<file path="src/rtl/axi4_pkg.sv">
// axi4_pkg: AXI4 encodings, master FSM states and per-beat
// strobe / address / legality helpers shared by axi4_cmd_master.
package axi4_pkg;

    localparam logic [1:0] BURST_FIXED = 2'b00;
    localparam logic [1:0] BURST_INCR  = 2'b01;
    localparam logic [1:0] BURST_WRAP  = 2'b10;

    localparam logic [1:0] RESP_OKAY   = 2'b00;
    localparam logic [1:0] RESP_EXOKAY = 2'b01;
    localparam logic [1:0] RESP_SLVERR = 2'b10;
    localparam logic [1:0] RESP_DECERR = 2'b11;

    localparam logic [1:0] ERR_NONE    = 2'b00;
    localparam logic [1:0] ERR_ILLEGAL = 2'b01;
    localparam logic [1:0] ERR_PROTO   = 2'b10;

    localparam logic [3:0] ST_IDLE  = 4'd0;
    localparam logic [3:0] ST_CHK   = 4'd1;
    localparam logic [3:0] ST_AW    = 4'd2;
    localparam logic [3:0] ST_AR    = 4'd3;
    localparam logic [3:0] ST_WDAT  = 4'd4;
    localparam logic [3:0] ST_BRSP  = 4'd5;
    localparam logic [3:0] ST_RDAT  = 4'd6;
    localparam logic [3:0] ST_STS   = 4'd7;
    localparam logic [3:0] ST_DRAIN = 4'd8;

    // Byte lanes used by one beat; low lanes below an unaligned
    // start address are masked off.
    function automatic logic [15:0] beat_strb(
        input logic [11:0] addr,
        input logic [2:0]  size,
        input int unsigned strb_wid
    );
        logic [31:0] nb;
        logic [31:0] lanes;
        logic [31:0] off;
        nb    = 32'd1 << size;
        lanes = (32'd1 << nb) - 32'd1;
        off   = {20'd0, addr} & (strb_wid - 32'd1)
              & ~(nb - 32'd1);
        return 16'(lanes << off);
    endfunction

    // Only the low 12 bits move: legal INCR bursts never
    // cross a 4KB page.
    function automatic logic [11:0] next_lo(
        input logic [11:0] addr,
        input logic [2:0]  size,
        input logic [1:0]  burst
    );
        logic [11:0] nb;
        nb = 12'd1 << size;
        if (burst == BURST_FIXED) return addr;
        return (addr & ~(nb - 12'd1)) + nb;
    endfunction

    // Bursts this master refuses to put on the bus.
    function automatic logic burst_bad(
        input logic [11:0] addr,
        input logic [31:0] len,
        input logic [2:0]  size,
        input logic [1:0]  burst,
        input int unsigned max_size
    );
        logic [31:0] span;
        span = (len + 32'd1) << size;
        if (32'(size) > max_size) return 1'b1;
        if (burst == BURST_WRAP) return 1'b1;
        if (burst == 2'b11) return 1'b1;
        return (burst == BURST_INCR)
            && (({20'd0, addr} + span) > 32'd4096);
    endfunction

endpackage

</file>
<file path="src/rtl/sync_fifo.sv">
// sync_fifo: single-clock FIFO with occupancy counter;
// a push is accepted when full if a pop happens the same cycle.
module sync_fifo #(
    parameter int WIDTH = 8,
    parameter int DEPTH = 4
) (
    input  logic             ACLK,
    input  logic             ARESETn,
    input  logic             push_i,
    input  logic [WIDTH-1:0] din_i,
    input  logic             pop_i,
    output logic [WIDTH-1:0] dout_o,
    output logic             full_o,
    output logic             empty_o
);
    localparam int AW = $clog2(DEPTH);
    localparam logic [AW:0] CNT_FULL = (AW + 1)'(DEPTH);

    logic [WIDTH-1:0] mem_q [DEPTH];
    logic [AW-1:0]    wp_q;
    logic [AW-1:0]    rp_q;
    logic [AW:0]      cnt_q;
    logic             do_push;
    logic             do_pop;

    assign full_o  = (cnt_q == CNT_FULL);
    assign empty_o = (cnt_q == '0);
    assign do_pop  = pop_i && !empty_o;
    assign do_push = push_i && (!full_o || do_pop);
    assign dout_o  = mem_q[rp_q];

    // Storage array, written on every accepted push.
    always_ff @(posedge ACLK) begin
        if (do_push) mem_q[wp_q] <= din_i;
    end

    // Pointers and occupancy; reset discards all entries.
    always_ff @(posedge ACLK) begin
        if (!ARESETn) begin
            wp_q  <= '0;
            rp_q  <= '0;
            cnt_q <= '0;
        end else begin
            if (do_push) wp_q <= wp_q + 1'b1;
            if (do_pop)  rp_q <= rp_q + 1'b1;
            unique case ({do_push, do_pop})
                2'b10:   cnt_q <= cnt_q + 1'b1;
                2'b01:   cnt_q <= cnt_q - 1'b1;
                default: cnt_q <= cnt_q;
            endcase
        end
    end

endmodule

</file>
<file path="src/rtl/axi4_cmd_master.sv">
// axi4_cmd_master: queues commands, runs one AXI4 burst at a
// time, streams data and returns one status per command.
module axi4_cmd_master
    import axi4_pkg::*;
#(
    parameter  int DATA_WID  = 64,
    parameter  int ADR_WID   = 32,
    parameter  int ID_WID    = 4,
    parameter  int LEN_WID   = 8,
    parameter  int CMD_DEPTH = 4,
    localparam int STRB_WID  = DATA_WID / 8
) (
    input  logic                ACLK,
    input  logic                ARESETn,
    input  logic                cmd_valid,
    output logic                cmd_ready,
    input  logic                cmd_write,
    input  logic [ID_WID-1:0]   cmd_id,
    input  logic [ADR_WID-1:0]  cmd_addr,
    input  logic [LEN_WID-1:0]  cmd_len,
    input  logic [2:0]          cmd_size,
    input  logic [1:0]          cmd_burst,
    input  logic                wdat_valid,
    output logic                wdat_ready,
    input  logic [DATA_WID-1:0] wdat_data,
    output logic                rdat_valid,
    input  logic                rdat_ready,
    output logic [DATA_WID-1:0] rdat_data,
    output logic                rdat_last,
    output logic                sts_valid,
    input  logic                sts_ready,
    output logic [ID_WID-1:0]   sts_id,
    output logic                sts_write,
    output logic [1:0]          sts_resp,
    output logic [1:0]          sts_err,
    output logic                busy,
    output logic [ID_WID-1:0]   AWID,
    output logic [ADR_WID-1:0]  AWADDR,
    output logic [LEN_WID-1:0]  AWLEN,
    output logic [2:0]          AWSIZE,
    output logic [1:0]          AWBURST,
    output logic                AWLOCK,
    output logic [3:0]          AWCACHE,
    output logic [2:0]          AWPROT,
    output logic                AWVALID,
    input  logic                AWREADY,
    output logic [DATA_WID-1:0] WDATA,
    output logic [STRB_WID-1:0] WSTRB,
    output logic                WLAST,
    output logic                WVALID,
    input  logic                WREADY,
    input  logic [ID_WID-1:0]   BID,
    input  logic [1:0]          BRESP,
    input  logic                BVALID,
    output logic                BREADY,
    output logic [ID_WID-1:0]   ARID,
    output logic [ADR_WID-1:0]  ARADDR,
    output logic [LEN_WID-1:0]  ARLEN,
    output logic [2:0]          ARSIZE,
    output logic [1:0]          ARBURST,
    output logic                ARLOCK,
    output logic [3:0]          ARCACHE,
    output logic [2:0]          ARPROT,
    output logic                ARVALID,
    input  logic                ARREADY,
    input  logic [ID_WID-1:0]   RID,
    input  logic [DATA_WID-1:0] RDATA,
    input  logic [1:0]          RRESP,
    input  logic                RLAST,
    input  logic                RVALID,
    output logic                RREADY
);
    localparam int STRB_LOG2 = $clog2(STRB_WID);
    localparam int CMD_W = ID_WID + ADR_WID + LEN_WID + 6;

    logic [CMD_W-1:0]   fifo_din;
    logic [CMD_W-1:0]   fifo_dout;
    logic               fifo_full;
    logic               fifo_empty;
    logic               fifo_pop;

    logic               f_write;
    logic [ID_WID-1:0]  f_id;
    logic [ADR_WID-1:0] f_addr;
    logic [LEN_WID-1:0] f_len;
    logic [2:0]         f_size;
    logic [1:0]         f_burst;

    logic [3:0]         state_q, state_d;
    logic               wr_q, wr_d;
    logic [ID_WID-1:0]  id_q, id_d;
    logic [ADR_WID-1:0] addr_q, addr_d;
    logic [LEN_WID-1:0] len_q, len_d;
    logic [2:0]         size_q, size_d;
    logic [1:0]         burst_q, burst_d;
    logic [LEN_WID:0]   beat_q, beat_d;
    logic [1:0]         resp_q, resp_d;
    logic [1:0]         err_q, err_d;

    logic               last_beat;
    logic               bad_cmd;
    logic               w_hs;
    logic               r_hs;

    assign fifo_din = {cmd_write, cmd_id, cmd_addr,
                       cmd_len, cmd_size, cmd_burst};
    assign {f_write, f_id, f_addr,
            f_len, f_size, f_burst} = fifo_dout;
    assign cmd_ready = !fifo_full;
    assign fifo_pop  = (state_q == ST_IDLE) && !fifo_empty;

    sync_fifo #(
        .WIDTH (CMD_W),
        .DEPTH (CMD_DEPTH)
    ) u_cmd_fifo (
        .ACLK    (ACLK),
        .ARESETn (ARESETn),
        .push_i  (cmd_valid && cmd_ready),
        .din_i   (fifo_din),
        .pop_i   (fifo_pop),
        .dout_o  (fifo_dout),
        .full_o  (fifo_full),
        .empty_o (fifo_empty)
    );

    assign last_beat = (beat_q == {1'b0, len_q});
    assign bad_cmd   = burst_bad(addr_q[11:0], 32'(len_q),
                                 size_q, burst_q, STRB_LOG2);
    assign w_hs = (state_q == ST_WDAT) && wdat_valid && WREADY;
    assign r_hs = (state_q == ST_RDAT) && RVALID && rdat_ready;

    // Next-state and bookkeeping for the single outstanding burst.
    always_comb begin
        state_d = state_q;
        wr_d    = wr_q;
        id_d    = id_q;
        addr_d  = addr_q;
        len_d   = len_q;
        size_d  = size_q;
        burst_d = burst_q;
        beat_d  = beat_q;
        resp_d  = resp_q;
        err_d   = err_q;
        unique case (state_q)
            ST_IDLE: begin
                if (!fifo_empty) begin
                    wr_d    = f_write;
                    id_d    = f_id;
                    addr_d  = f_addr;
                    len_d   = f_len;
                    size_d  = f_size;
                    burst_d = f_burst;
                    beat_d  = '0;
                    resp_d  = RESP_OKAY;
                    err_d   = ERR_NONE;
                    state_d = ST_CHK;
                end
            end
            ST_CHK: begin
                if (bad_cmd) begin
                    resp_d  = RESP_SLVERR;
                    err_d   = ERR_ILLEGAL;
                    state_d = wr_q ? ST_DRAIN : ST_STS;
                end else begin
                    state_d = wr_q ? ST_AW : ST_AR;
                end
            end
            ST_AW: begin
                if (AWREADY) state_d = ST_WDAT;
            end
            ST_AR: begin
                if (ARREADY) state_d = ST_RDAT;
            end
            ST_WDAT: begin
                if (w_hs) begin
                    beat_d = beat_q + 1'b1;
                    addr_d = {addr_q[ADR_WID-1:12],
                              next_lo(addr_q[11:0],
                                      size_q, burst_q)};
                    if (last_beat) state_d = ST_BRSP;
                end
            end
            ST_BRSP: begin
                if (BVALID) begin
                    resp_d = BRESP;
                    if (BID != id_q) err_d = ERR_PROTO;
                    state_d = ST_STS;
                end
            end
            ST_RDAT: begin
                if (r_hs) begin
                    beat_d = beat_q + 1'b1;
                    if (RRESP > resp_q) resp_d = RRESP;
                    if ((RLAST != last_beat) || (RID != id_q))
                        err_d = ERR_PROTO;
                    if (RLAST) state_d = ST_STS;
                end
            end
            ST_DRAIN: begin
                if (wdat_valid) begin
                    beat_d = beat_q + 1'b1;
                    if (last_beat) state_d = ST_STS;
                end
            end
            ST_STS: begin
                if (sts_ready) state_d = ST_IDLE;
            end
            default: state_d = ST_IDLE;
        endcase
    end

    // Registered command context; reset abandons any burst.
    always_ff @(posedge ACLK) begin
        if (!ARESETn) begin
            state_q <= ST_IDLE;
            wr_q    <= 1'b0;
            id_q    <= '0;
            addr_q  <= '0;
            len_q   <= '0;
            size_q  <= '0;
            burst_q <= '0;
            beat_q  <= '0;
            resp_q  <= RESP_OKAY;
            err_q   <= ERR_NONE;
        end else begin
            state_q <= state_d;
            wr_q    <= wr_d;
            id_q    <= id_d;
            addr_q  <= addr_d;
            len_q   <= len_d;
            size_q  <= size_d;
            burst_q <= burst_d;
            beat_q  <= beat_d;
            resp_q  <= resp_d;
            err_q   <= err_d;
        end
    end

    assign busy = (state_q != ST_IDLE) || !fifo_empty;

    assign AWID    = id_q;
    assign AWADDR  = addr_q;
    assign AWLEN   = len_q;
    assign AWSIZE  = size_q;
    assign AWBURST = burst_q;
    assign AWLOCK  = 1'b0;
    assign AWCACHE = 4'b0011;
    assign AWPROT  = 3'b000;
    assign AWVALID = (state_q == ST_AW);

    assign ARID    = id_q;
    assign ARADDR  = addr_q;
    assign ARLEN   = len_q;
    assign ARSIZE  = size_q;
    assign ARBURST = burst_q;
    assign ARLOCK  = 1'b0;
    assign ARCACHE = 4'b0011;
    assign ARPROT  = 3'b000;
    assign ARVALID = (state_q == ST_AR);

    assign WDATA  = wdat_data;
    assign WSTRB  = STRB_WID'(beat_strb(addr_q[11:0],
                                        size_q, STRB_WID));
    assign WLAST  = (state_q == ST_WDAT) && last_beat;
    assign WVALID = (state_q == ST_WDAT) && wdat_valid;
    assign wdat_ready = ((state_q == ST_WDAT) && WREADY)
                     || (state_q == ST_DRAIN);

    assign BREADY = (state_q == ST_BRSP);

    assign RREADY     = (state_q == ST_RDAT) && rdat_ready;
    assign rdat_valid = (state_q == ST_RDAT) && RVALID;
    assign rdat_data  = RDATA;
    assign rdat_last  = RLAST;

    assign sts_valid = (state_q == ST_STS);
    assign sts_id    = id_q;
    assign sts_write = wr_q;
    assign sts_resp  = resp_q;
    assign sts_err   = err_q;

endmodule

</file>
<file path="config.mk">
export PLATFORM = sky130hd
export DESIGN_NAME = axi4_cmd_master
export DESIGN_NICKNAME = d
export VERILOG_FILES = /design/src/rtl/axi4_pkg.sv /design/src/rtl/sync_fifo.sv /design/src/rtl/axi4_cmd_master.sv
export SDC_FILE = /design/constraint.sdc
export NUM_CORES = 1
export LEC_CHECK = 0
export CAP_MARGIN = 20
export CORE_AREA = 2 2 183 185
export CTS_CLUSTER_SIZE = 20
export DETAILED_ROUTE_END_ITERATION = 8
export DIE_AREA = 0 0 185 187
export PLACE_DENSITY = 0.77
export SYNTH_ARGS = -nofsm -noshare
export SYNTH_HDL_FRONTEND = slang
export SYNTH_SLANG_ARGS = --single-unit
export TNS_END_PERCENT = 10
</file>
<file path="constraint.sdc">
create_clock -name ACLK -period 7.3 [get_ports ACLK]
set_input_delay 1.46 -clock ACLK [delete_from_list [all_inputs] [get_ports ACLK]]
set_output_delay 1.46 -clock ACLK [all_outputs]
set_load 0.02 [all_outputs]
</file>
==> results.ini <==
[cts]
post_cts_buffers=0
hold_buffers=0
tritoncts=built
cts_sinks=276
htreeDepth=1
clk_latency_ps=530
clk_pin_slew_ps=70
root_buffer=clkbuf_16
cts_buffer_depth=3
post_cts_resized=0
cts_inserted_buffers=26

[sta]
finalCritPeriodShare_pct=73.1
tns_ps=0
finClkSkew_ps=18.4
slew_headroom_pct=33.4
hold_viol=0
max_freq_mhz=187
fin_crit_ps=5340
worst_slack_ps=1960
grt_setup_unrepaired=false
worst_pin_slew_ps=997
finalSetupViolCount=0
slew_violations=0

[yosys]
seq_area_frac_synth_pct=52.4
synthFlopType=edfxtp_1
synth_seq_cells=276
synth_edf_count=200
syn_avg_cell_area_sq_um=11.4
ys_async_sr_fraction_pct=0
synth_cell_types=76
synth.yosys.warnings=0
syn_area_sq_um=14400
synthCells=1257

[worst_setup_path]
critPathKind=flop to primary output
r2r_setup_slack_ps=2400
rr_endpoint=sts_resp[0]$_SDFFE_PN0P_
critical_path.max_fanout=28
crit_end=WSTRB[7]
r2r_start=ARSIZE[0]$_SDFFE_PN0P_
ff2ff_path_depth=19
worstSetupStartpointType=flop
worstPathRequired_ps=5840
crit_arrival_ps=3880
endpoint_kind=primary output
startpoint=ARSIZE[1]$_SDFFE_PN0P_

[floorplanning]
chipHeight_um=187
placementRows=67
io-pin-count=473
initial_core_util_pct=43.7
core_sq_um=32900
dieArea_sq_um=34600
die_x_um=185

[outcome]
status=finished clean

[final_layout]
syn_to_final_growth_pct=13.0
finalNetCount=1476
mostFrequentLayoutCells=clkdlybuf4s50_1 (200), edfxtp_1 (200), nand2_1 (152)
final_core_util_pct=49.4
drive_above_1_share_pct=10.2

[route]
postRouteAntennaNets=0
wl_per_cell_um=24.0
totalWireLength_mm=41.2
drtIter0Drc=737
first_pass_iters=6
dr_total_vias=9571
viasPerCell=5.58
drc=0

[pwr]
vdd.ir_drop.worst_mv=0.320
p_per_area_nw_per_um2=416
power_mw=6.76
leakage_nw=5.46

[hold_path]
hp-start=ARADDR[26]$_SDFFE_PN0P_
hp-class=flop to flop

[global_route]
antenna_found_initial=3
grt_max_degree=56
grt_pass1_vias=9236
overflow=0
grt_pass1_wl_mm=59.4
grtUsageTotal_pct=22.9

[placement]
pre_cts_slack_ps=2460
io_buffers=200
place.gp.congestion=0.883
place_hpwl_mm=30.4

[job]
cap_violations=0

worst max-delay path, cell delays in order (launching register included):
cell and delay (ps):
dfxtp_1 980, nor2_2 120, nand2_1 170, ha_1 400, inv_1 190, nor3_4 240
o21a_1 390, mux2i_1 250, clkdlybuf4s50_1 620
cells in the mapped netlist, drive strengths merged, types with 5 or more instances:
master	number	share of area, %
mux2i	9	0.63
ha	25	2.2
a311oi	5	0.30
o31ai	5	0.39
buf	225	11
nor2b	9	0.39
o21a	7	0.37
a21oi	85	3.0
clkbuf	38	0.99
o22ai	5	0.22
nand2b	8	0.40
o21ai	39	1.4
and3	15	0.65
mux4	50	7.8
nand2	152	4.0
nor2	72	1.9
o21bai	5	0.29
or3	5	0.22
nand4	11	0.48
a211oi	10	0.52
a22oi	5	0.26
a31oi	8	0.35
edfxtp	200	42
nor3	25	0.98
xnor2	19	1.2
o211ai	7	0.37
and2	9	0.39
nand3	18	0.63
dfxtp	76	11
xor2	21	1.3
inv	25	0.65
state kept, by name, summed over array words and instances (netlist names), named ones only:
name              flops
ARBURST               2
sts_err               2
sts_resp              2
state_q               4
ARSIZE                3
ARADDR               32
sts_write             1
u_cmd_fifo.cnt_q      3
u_cmd_fifo.mem_q    200
u_cmd_fifo.rp_q       2
beat_q                9
u_cmd_fifo.wp_q       2
ARID                  4
ARLEN                 8
cell type report:
cell class | instances | area [sq um]
Multi-Input combinational cell | 708 | 5050
Clock inverter | 15 | 175
Timing Repair Buffer | 210 | 2100
Clock buffer | 33 | 728
Inverter | 25 | 93.8
Sequential cell | 276 | 7530
Fill cell | 2823 | 16600
Tap cell | 448 | 561
Antenna cell | 1 | 2.50
worst min-delay path by stage:
stage | end | slack (ps) | depth (start not counted)
after detailed placement | ARADDR[23]$_SDFFE_PN0P_ | 460 | 2
after global placement | ARADDR[28]$_SDFFE_PN0P_ | 460 | 2
after CTS | ARADDR[26]$_SDFFE_PN0P_ | 470 | 2
after global routing | ARADDR[12]$_SDFFE_PN0P_ | 480 | 2
after floorplan | beat_q[8]$_SDFFE_PN0P_ | 460 | 2
final | ARADDR[26]$_SDFFE_PN0P_ | 470 | 2
layer usage:
| metal | routed length, um | track usage, % | up-vias |
|---|---|---|---|
| li1 | - | - | 4342 |
| met1 | 13900 | 24.8 | 4605 |
| met2 | 20300 | 39.5 | 550 |
| met3 | 5730 | 11.4 | 64 |
| met4 | 1030 | 5.98 | 10 |
| met5 | 162 | 3.00 | - |
where the power goes:
part	internal [mW]	switching (mW)	total, mW
clock	0.846	0.559	1.40
sequential	1.97	0.364	2.33
combinational	1.27	1.75	3.02
total	4.09	2.67	6.76
cell families (layout without fill, tap and decap cells):
kind of cell | count (synthesis) | count (layout) | synth area share, %
AOI/OAI and AO/OA | 226 | 226 | 10.3
xor gates and xnor gates | 40 | 40 | 2.44
adders and majority gates | 28 | 28 | 2.53
buffers and inverters | 288 | 283 | 13.0
DFF | 276 | 276 | 52.4
muxes | 63 | 63 | 8.77
other | 2 | 18 | 0.0522
and+or+nand+nor | 334 | 334 | 10.6
through the flow:
step	cell area (sq um)	hold WS (ps)	std cells
3_3_place_gp	15300	458	1666
3_5_place_dp	15300	463	1666
6_report	16200	473	1716
2_1_floorplan	14400	459	1272
4_1_cts	16200	474	1714
5_1_grt	16200	484	1715
(Power assumes the default switching activity.)
